**src/rtl/arith_pkg.sv**
```systemverilog
// Shared arithmetic-library definitions: default operand width, serial FSM
// state encoding and the full-subtractor equations.
package arith_pkg;

    localparam int DEFAULT_WIDTH = 4;

    // 2'd3 is unused; the serial FSM recovers from it to IDLE.
    typedef enum logic [1:0] {
        IDLE  = 2'd0,
        SHIFT = 2'd1,
        DONE  = 2'd2
    } state_t;

    function automatic logic fs_diff(input logic a, input logic b, input logic bin);
        return a ^ b ^ bin;
    endfunction

    function automatic logic fs_borrow(input logic a, input logic b, input logic bin);
        return (~a & b) | (~(a ^ b) & bin);
    endfunction

endpackage

```
**src/rtl/scazator_serial_4_biti_if.sv**
```systemverilog
// Operand/result bus of the bit-serial subtractor; the controller is the
// master, the subtractor the slave.
interface scazator_serial_4_biti_if
    import arith_pkg::*;
#(
    parameter int N = DEFAULT_WIDTH
);

    logic         start;
    logic [N-1:0] A;
    logic [N-1:0] B;
    logic         BIN;
    logic         ready;
    logic         done;
    logic [N-1:0] D;
    logic         bout;

    modport master (
        output start, A, B, BIN,
        input  ready, done, D, bout
    );

    modport slave (
        input  start, A, B, BIN,
        output ready, done, D, bout
    );

endinterface

```
**src/rtl/scazator_complet_1_bit.sv**
```systemverilog
// Combinational one-bit full subtractor: d = a - b - bin, bout is the borrow.
module scazator_complet_1_bit
    import arith_pkg::*;
(
    input  logic a,
    input  logic b,
    input  logic bin,
    output logic d,
    output logic bout
);

    assign d    = fs_diff(a, b, bin);
    assign bout = fs_borrow(a, b, bin);

endmodule

```
**src/rtl/scazator_serial_4_biti.sv**
```systemverilog
// Bit-serial ripple-borrow subtractor: D = A - B - BIN, one bit per clock,
// LSB first, through a single full-subtractor cell and a borrow flip-flop.
module scazator_serial_4_biti
    import arith_pkg::*;
#(
    parameter int N = DEFAULT_WIDTH
) (
    input  logic                      clk,
    input  logic                      rst,
    scazator_serial_4_biti_if.slave   bus
);

    localparam int CW = $clog2(N + 1);

    state_t        state;
    logic [CW-1:0] cnt;
    logic [N-1:0]  a_sr;
    logic [N-1:0]  b_sr;
    logic [N-1:0]  r_sr;
    logic          br;

    logic          ready_q;
    logic          done_q;
    logic [N-1:0]  d_q;
    logic          bout_q;

    logic          cell_d;
    logic          cell_bout;
    logic [N-1:0]  r_next;
    logic          last_bit;

    scazator_complet_1_bit u_cell (
        .a    (a_sr[0]),
        .b    (b_sr[0]),
        .bin  (br),
        .d    (cell_d),
        .bout (cell_bout)
    );

    // New difference bits enter at the MSB so the LSB-first result lands in place.
    assign r_next   = (r_sr >> 1) | (N'(cell_d) << (N - 1));
    assign last_bit = (cnt == CW'(N - 1));

    always_ff @(posedge clk) begin
        if (rst) begin
            state   <= IDLE;
            cnt     <= '0;
            a_sr    <= '0;
            b_sr    <= '0;
            r_sr    <= '0;
            br      <= 1'b0;
            ready_q <= 1'b1;
            done_q  <= 1'b0;
            d_q     <= '0;
            bout_q  <= 1'b0;
        end else begin
            case (state)
                // DONE accepts a new start exactly like IDLE, giving N+1 cycle throughput.
                IDLE, DONE: begin
                    done_q <= 1'b0;
                    if (bus.start) begin
                        a_sr    <= bus.A;
                        b_sr    <= bus.B;
                        br      <= bus.BIN;
                        cnt     <= '0;
                        r_sr    <= '0;
                        state   <= SHIFT;
                        ready_q <= 1'b0;
                    end else begin
                        state   <= IDLE;
                        ready_q <= 1'b1;
                    end
                end
                SHIFT: begin
                    a_sr <= a_sr >> 1;
                    b_sr <= b_sr >> 1;
                    r_sr <= r_next;
                    br   <= cell_bout;
                    cnt  <= cnt + CW'(1);
                    if (last_bit) begin
                        state   <= DONE;
                        ready_q <= 1'b1;
                        done_q  <= 1'b1;
                        d_q     <= r_next;
                        bout_q  <= cell_bout;
                    end
                end
                default: begin
                    state   <= IDLE;
                    ready_q <= 1'b1;
                    done_q  <= 1'b0;
                end
            endcase
        end
    end

    assign bus.ready = ready_q;
    assign bus.done  = done_q;
    assign bus.D     = d_q;
    assign bus.bout  = bout_q;

endmodule
```
**src/flat_wrapper.sv**
```systemverilog
// flat-port wrapper written by rule: the top's interface ports become plain ports
module scazator_serial_4_biti_flat import arith_pkg::*;
#(
    parameter int N = DEFAULT_WIDTH
)
  (clk, rst, bus_start, bus_A, bus_B, bus_BIN, bus_ready, bus_done, bus_D, bus_bout);
  scazator_serial_4_biti_if #(.N(N)) bus_i ();
  input  logic clk;
  input  logic rst;
  input wire logic [$bits(bus_i.start)-1:0] bus_start;
  input wire logic [$bits(bus_i.A)-1:0] bus_A;
  input wire logic [$bits(bus_i.B)-1:0] bus_B;
  input wire logic [$bits(bus_i.BIN)-1:0] bus_BIN;
  output wire logic [$bits(bus_i.ready)-1:0] bus_ready;
  output wire logic [$bits(bus_i.done)-1:0] bus_done;
  output wire logic [$bits(bus_i.D)-1:0] bus_D;
  output wire logic [$bits(bus_i.bout)-1:0] bus_bout;
  assign bus_i.start = bus_start;
  assign bus_i.A = bus_A;
  assign bus_i.B = bus_B;
  assign bus_i.BIN = bus_BIN;
  assign bus_ready = bus_i.ready;
  assign bus_done = bus_i.done;
  assign bus_D = bus_i.D;
  assign bus_bout = bus_i.bout;
  scazator_serial_4_biti #(.N(N)) u_core (.clk(clk), .rst(rst), .bus(bus_i));
endmodule
```
**config.mk**
```make
export PLATFORM = sky130hd
export DESIGN_NAME = scazator_serial_4_biti_flat
export DESIGN_NICKNAME = d
export VERILOG_FILES = /design/src/rtl/arith_pkg.sv /design/src/rtl/scazator_serial_4_biti_if.sv /design/src/rtl/scazator_complet_1_bit.sv /design/src/rtl/scazator_serial_4_biti.sv /design/src/flat_wrapper.sv
export SDC_FILE = /design/constraint.sdc
export NUM_CORES = 1
export LEC_CHECK = 0
export BUFFER_PORTS_ARGS = -buffer_cell sky130_fd_sc_hd__buf_4
export CAP_MARGIN = 20
export CELL_PAD_IN_SITES_DETAIL_PLACEMENT = 0
export CELL_PAD_IN_SITES_GLOBAL_PLACEMENT = 2
export CORE_ASPECT_RATIO = 1.75
export CORE_MARGIN = 4
export CORE_UTILIZATION = 28
export DETAILED_ROUTE_END_ITERATION = 6
export GPL_ROUTABILITY_DRIVEN = 0
export PLACE_DENSITY = 0.76
export SKIP_LAST_GASP = 1
export SYNTH_ARGS = -nofsm -noshare
export SYNTH_HDL_FRONTEND = slang
export SYNTH_SLANG_ARGS = --single-unit
```
**constraint.sdc**
```tcl
create_clock -name clk -period 1.4 [get_ports clk]
set_clock_uncertainty 0.2 [all_clocks]
set_input_delay 0 -clock clk [delete_from_list [all_inputs] [get_ports clk]]
set_output_delay 0 -clock clk [all_outputs]
set_load 0.02 [all_outputs]
```
; ---- Yosys cells after proc, flatten, opt, wreduce, memory -nomap -nowiden
; Cells that the tools add are included.
[word_totals]
regBits = 25
latch_bits = 0
mem_bits_rw = 0
rom_bits = 0
inputBits = 12
out_inout_bits = 7
wordCells = 47
mem_count = 0
[op_classes]
n_addsub = 1
multipliers = 0
n_div = 0
order_cmp = 0
eq_ne = 5
shift = 0
n_mux = 16
n_bitwise = 9
n_reduce_logical = 6
[op_table]
columns = op, n
row1 = 4-bit case mux with 2 select lines, 3
row2 = 4-bit two-way mux, 3
row3 = 3-bit case mux with 2 select lines, 1
row4 = 1-bit two-way mux, 4
row5 = 3-bit by 4-bit bitwise OR with 4-bit output, 1
row6 = 1-bit case mux with 2 select lines, 2
row7 = 2-bit case mux with 2 select lines, 1
row8 = 2-bit AND reduction, 2
row9 = 2-bit OR reduction, 2
row10 = "3-bit by 1-bit adder with 3-bit output, second input constant", 1
row11 = "3-bit by 2-bit equality test with 1-bit output, second input constant", 1
row12 = 3-bit two-way mux, 1
row13 = 1-bit inverter, 3
row14 = 1-bit bitwise AND, 2
row15 = "2-bit by 1-bit equality test with 1-bit output, second input constant", 1
row16 = "2-bit equality test, second input constant", 1
row17 = 2-bit logical NOT, 1
row18 = 2-bit two-way mux, 1
row19 = "2-bit by 1-bit inequality test with 1-bit output, second input constant", 1
row20 = "2-bit inequality test, second input constant", 1
row21 = 2-bit nonzero test, 1
row22 = 1-bit XOR, 2
row23 = 1-bit bitwise OR, 1

; ---- Longest topological paths before layout
[logic_depth]
ltp_word = 5
depth_mapped = 5
mapped_depth_nobuf = 5

; ---- By module
; Synthesis repeated with hierarchy kept, for this count alone.
[hier_totals]
cells_unflattened = 120
hier_area_um2 = 1031.0
[modules_own_cells]
columns = mod, n_inst, cells_each, area_per_inst_um2, seq_area_each_um2
row1 = scazator_serial_4_biti, 1, 116, 999.7, 480.5
row2 = scazator_complet_1_bit, 1, 4, 31.3, 0.0

; ---- Worst setup path before layout
; OpenSTA, ideal clock, no wires.
[synth_timing]
path_kind = register to register
start = register u_core.cnt[0]
end = register u_core.ready_q (netlist: u_core.bus.ready)
setup_ns = 0.119
arrival_ns = 1.056
t_required_ns = 1.081
setup_slack_ns = 0.025
path_stages_with_launch = 6
n_path_buf = 1
period_less_slack_ns = 1.375
path_cell_list = dfxtp_1 ha_1 ha_1 buf_2 nor3_1 o21bai_1
[synth_between]
elab_chain_cells = 2
[synth_rtl]
columns = element, line_no
row1 = start: declaration, scazator_serial_4_biti.sv:16  ; logic [CW-1:0] cnt;
row2 = start signal: assignment, scazator_serial_4_biti.sv:79  ; cnt <= cnt + CW'(1);
row3 = 3-bit by 2-bit equality test with 1-bit output, scazator_serial_4_biti.sv:42  ; assign last_bit = (cnt == CW'(N - 1));
row4 = 2-bit by 1-bit inequality test with 1-bit output (no line), n/a
row5 = end signal: assignment, scazator_serial_4_biti.sv:52  ; ready_q <= 1'b1;
row6 = end signal: assignment, scazator_serial_4_biti.sv:68  ; ready_q <= 1'b0;
row7 = end signal: assignment, scazator_serial_4_biti.sv:71  ; ready_q <= 1'b1;
row8 = end: declaration, scazator_serial_4_biti.sv:22  ; logic ready_q;
; No other way between the ends.
; A chain may end at the register's enable or synchronous reset.

; ---- Worst setup path after layout
[layout_timing]
start = register u_core.br
end = register u_core.d_q[3] (netlist: u_core.bus.D[3])
[layout_between]
elab_chain_cells = 2
[layout_rtl]
columns = element, line_no
row1 = start: declaration, scazator_serial_4_biti.sv:20  ; logic br;
row2 = start signal: assignment, scazator_serial_4_biti.sv:64  ; br <= bus.BIN;
row3 = start signal: assignment, scazator_serial_4_biti.sv:78  ; br <= cell_bout;
row4 = 1-bit XOR, arith_pkg.sv:15  ; return a ^ b ^ bin;
row5 = via u_core.cell_d, scazator_serial_4_biti.sv:27  ; logic cell_d;
row6 = 3-bit by 4-bit bitwise OR with 4-bit output, scazator_serial_4_biti.sv:41  ; assign r_next = (r_sr >> 1) | (N'(cell_d) << (N - 1));
row7 = end signal: assignment, scazator_serial_4_biti.sv:84  ; d_q <= r_next;
row8 = end: declaration, scazator_serial_4_biti.sv:24  ; logic [N-1:0] d_q;
; The timed path passes the listed nets, and every way through them passes these cells.

==> impl_results.md <==
- Die W: 53.8 um
- Synthesized area: 0.00103 mm^2
- Worst VDD drop: approximately 630 uV
- Final Hold Fails: 0
- Crit-path max FO: 2
- # clock sinks: 24
- PD cells: 1010 mW/mm^2
- Area grow syn2layout: 37.6%
- Die Footprint: about 0.0047 mm^2
- Crit-path max cell delay: between 500 and 600 ps
- Port Buffers: 18
- FP Rows: 28
- Vias in the first global route: 915
- FF-to-FF Start: u_core.br$_SDFFE_PP0P_
- Hold path start: u_core.bus.D[0]$_SDFFE_PP0P_
- Top routing layer in use: met4
- Most frequent cell after synthesis: dfxtp_1
- R2r worst-path depth: 4
- Largest net degree at the start of global routing: 27
- Routed Antenna Nets: 0
- Initial antenna violation count: 0
- Routed wl met3: 92 um
- Core Area: around 0.0035 mm^2
- Hold EP: u_core.bus.D[0]$_SDFFE_PP0P_
- Dpl cells: approximately 180
- Async set-reset flop share out of synthesis: 0
- Starting Density: 0.296
- Avg Inst Size Synth: just under 9 um^2
- Post-synth EDFFs: 0
- IO Pins: 19
- Drt pass-1 iters: 4
- Critical Path AT: ~1400 ps
- Largest cells by area after synthesis: dfxtp_1, nand2_1, a21oi_1
- Routed WL: 2130 um
- Max Root-Sink Buffers: 2
- Sequential area share after synthesis: 0.468
- Worst-Skew Late Latency: roughly 270 ps
- Met2 WL: 1070 um
- Max Slew Vio Count: 0
- Top achievable clock speed: 0.739 GHz
- Crit. End Element: register
- Crit path kind: reg -> reg
- Via density: 4.66
- Critical Path Slowest Stage Cell: fa_1
- Hpwl dp: 1500 um
- Setup ws final: 47.0 ps
- Clock-pin slew on the worst setup and hold paths: approximately 80 ps
- FF-to-FF End: u_core.bus.D[3]$_SDFFE_PP0P_
- Buffers & Inverters on Critical Path: 1
- CP cell instances: inv_1 -> fa_1 -> nand3_1 -> a21oi_1
- # setup viols final: 0
- Leak: 0.542 nW
- Vias: roughly 900
- Area leader, netlist: dfxtp_1
- Distinct cells, synth: 24
- Crit path max-delay family: adder cells
- Place WS: -60.1 ps
- Post-CTS setup buffers: 0
- WL met1: 932 um
- CTS tree: done
- Worst Hold Path Cells: 2
- Htree depth: 1
- Worst Tran Pin Value: 262 ps
- Gr usage total: 0.108
- Max-cap violations: 0
- Initial DRC count: 11
- Rel. slew slack: 0.825
- Fin nets: between 150 and 200
- Tcrit/Tclk final: 0.966
- Register bit total from synthesis: 24
- R2R Setup Slk: 50 ps
- Drt drc: 0
- Total clock buffers created by CTS: 3
- Synth Net Count: 132
- Ys flop type: dfxtp_1
- RSZ-0062 raised after global routing: true
- Synth cell count leaders: dfxtp_1, nand2_1, a21oi_1, nand3_1, nor2_1
- Total grt overflow: 0
- Layout Cells excl Fill: 193
- First-pass GRT wire length: 3910 um
- Hold WC Path Type: reg -> reg
- CP required: ~1400 ps
- Warnings from Yosys: 0
- Routed WL per cell: 11.0 um
- Share of cells above drive strength 1: 0.270
- Cells after Synth: 117
- Fin crit period: 1350 ps
- CTS root buf: clkbuf_8
- CP startpoint kind: register
- Die H: 88.1 um
- Post-layout util: 0.408
- Status: completed
- Area share of the largest cell type after synthesis: 0.468
- Inserted Diodes: 0
-- timing repair --
item / in CTS / in global routing
gates resized for setup: 2 / 6
pin swaps: 0 / 1
hold buffers: 11 / 0
setup endpoints to repair: 5 / 13
hold endpoints to repair: 24 / 0
-- stage by stage --
stage               hold WS [ps]  area [um^2]  total power [mW]  TNS, ps
floorplan                   -128         1030             0.889        0
global placement            49.1         1230             0.953    -5.75
detailed placement          69.1         1230             0.955     -253
CTS                          261         1400              1.45        0
global route                 294         1410              1.51    -80.5
finish                       258         1410              1.43        0
-- kinds of logic after synthesis --
| family | after synthesis | synth area share |
|---|---|---|
| AND/OR/NAND/NOR | 53 | 0.235 |
| AO/OA/AOI/OAI | 24 | 0.167 |
| flip-flops | 24 | 0.468 |
| buffers and inverters | 13 | 0.0865 |
| adder cells (fa/ha/maj) | 3 | 0.0438 |
-- layout by cell type (no fill, tap or decap), drive strengths merged --
| master | n |
|---|---|
| clkbuf | 4 |
| and2b | 1 |
| nand2 | 22 |
| a21oi | 14 |
| dlygate4sd3 | 11 |
| nand3 | 13 |
| ha | 2 |
| fa | 1 |
| nand2b | 4 |
| buf | 26 |
| nor2 | 8 |
| o21a | 1 |
| inv | 3 |
| a311oi | 7 |
| nor2b | 1 |
| o21bai | 1 |
| nand3b | 1 |
| nor3b | 1 |
| nor3 | 2 |
| dfxtp | 24 |
| a2bb2oi | 1 |
-- worst max-delay path by stage --
stage / start / endpoint / slack (ps) / cells after the start
6_report: u_core.br$_SDFFE_PP0P_ / u_core.bus.D[3]$_SDFFE_PP0P_ / 50 / 4
2_1_floorplan: u_core.cnt[0]$_SDFFE_PP0P_ / u_core.bus.ready$_SDFFE_PP1P_ / 20 / 5
3_5_place_dp: u_core.cnt[0]$_SDFFE_PP0P_ / u_core.bus.D[1]$_SDFFE_PP0P_ / -60 / 5
5_1_grt: u_core.br$_SDFFE_PP0P_ / u_core.bus.D[3]$_SDFFE_PP0P_ / -30 / 4
4_1_cts: u_core.b_sr[0]$_SDFFE_PP0P_ / u_core.bus.D[3]$_SDFFE_PP0P_ / 10 / 4
3_3_place_gp: u_core.cnt[0]$_SDFFE_PP0P_ / u_core.bus.D[1]$_SDFFE_PP0P_ / -6 / 5
-- flip-flops by register name, indices dropped and copies added, names as in the netlist --
| signal | count |
|---|---|
| u_core.bus.done | 1 |
| u_core.bus.bout | 1 |
| u_core.state | 2 |
| u_core.bus.D | 4 |
| u_core.r_sr | 3 |
| u_core.b_sr | 4 |
| u_core.br | 1 |
| u_core.bus.ready | 1 |
| u_core.a_sr | 4 |
| u_core.cnt | 3 |
-- tightest hold or removal path: cells and delay by family (launching register included) --
family / cells / cell delay, ps
simple gates: 1 / 50
flops: 1 / 320
compound gates: 1 / 50
-- final cells by class --
type	instances	area, um^2
multi-input cells	80	475
clock buffers	4	55.1
repair buffers	37	330
inverters	3	11.3
well taps	45	56.3
flip-flops and latches	24	485
fillers	357	2050
-- per-layer routing --
| metal | vias up | track usage |
|---|---|---|
| met5 | - | 0 |
| met4 | 0 | 0.0558 |
| met3 | 4 | 0.0204 |
| met2 | 20 | 0.179 |
| met1 | 414 | 0.129 |
| li1 | 461 | - |
-- power by group --
| group | internal (mW) | total, mW | switching, mW |
|---|---|---|---|
| combinational | 0.118 | 0.225 | 0.107 |
| clock | 0.251 | 0.469 | 0.218 |
| sequential | 0.718 | 0.739 | 0.0212 |
(Power assumes the default switching activity.)
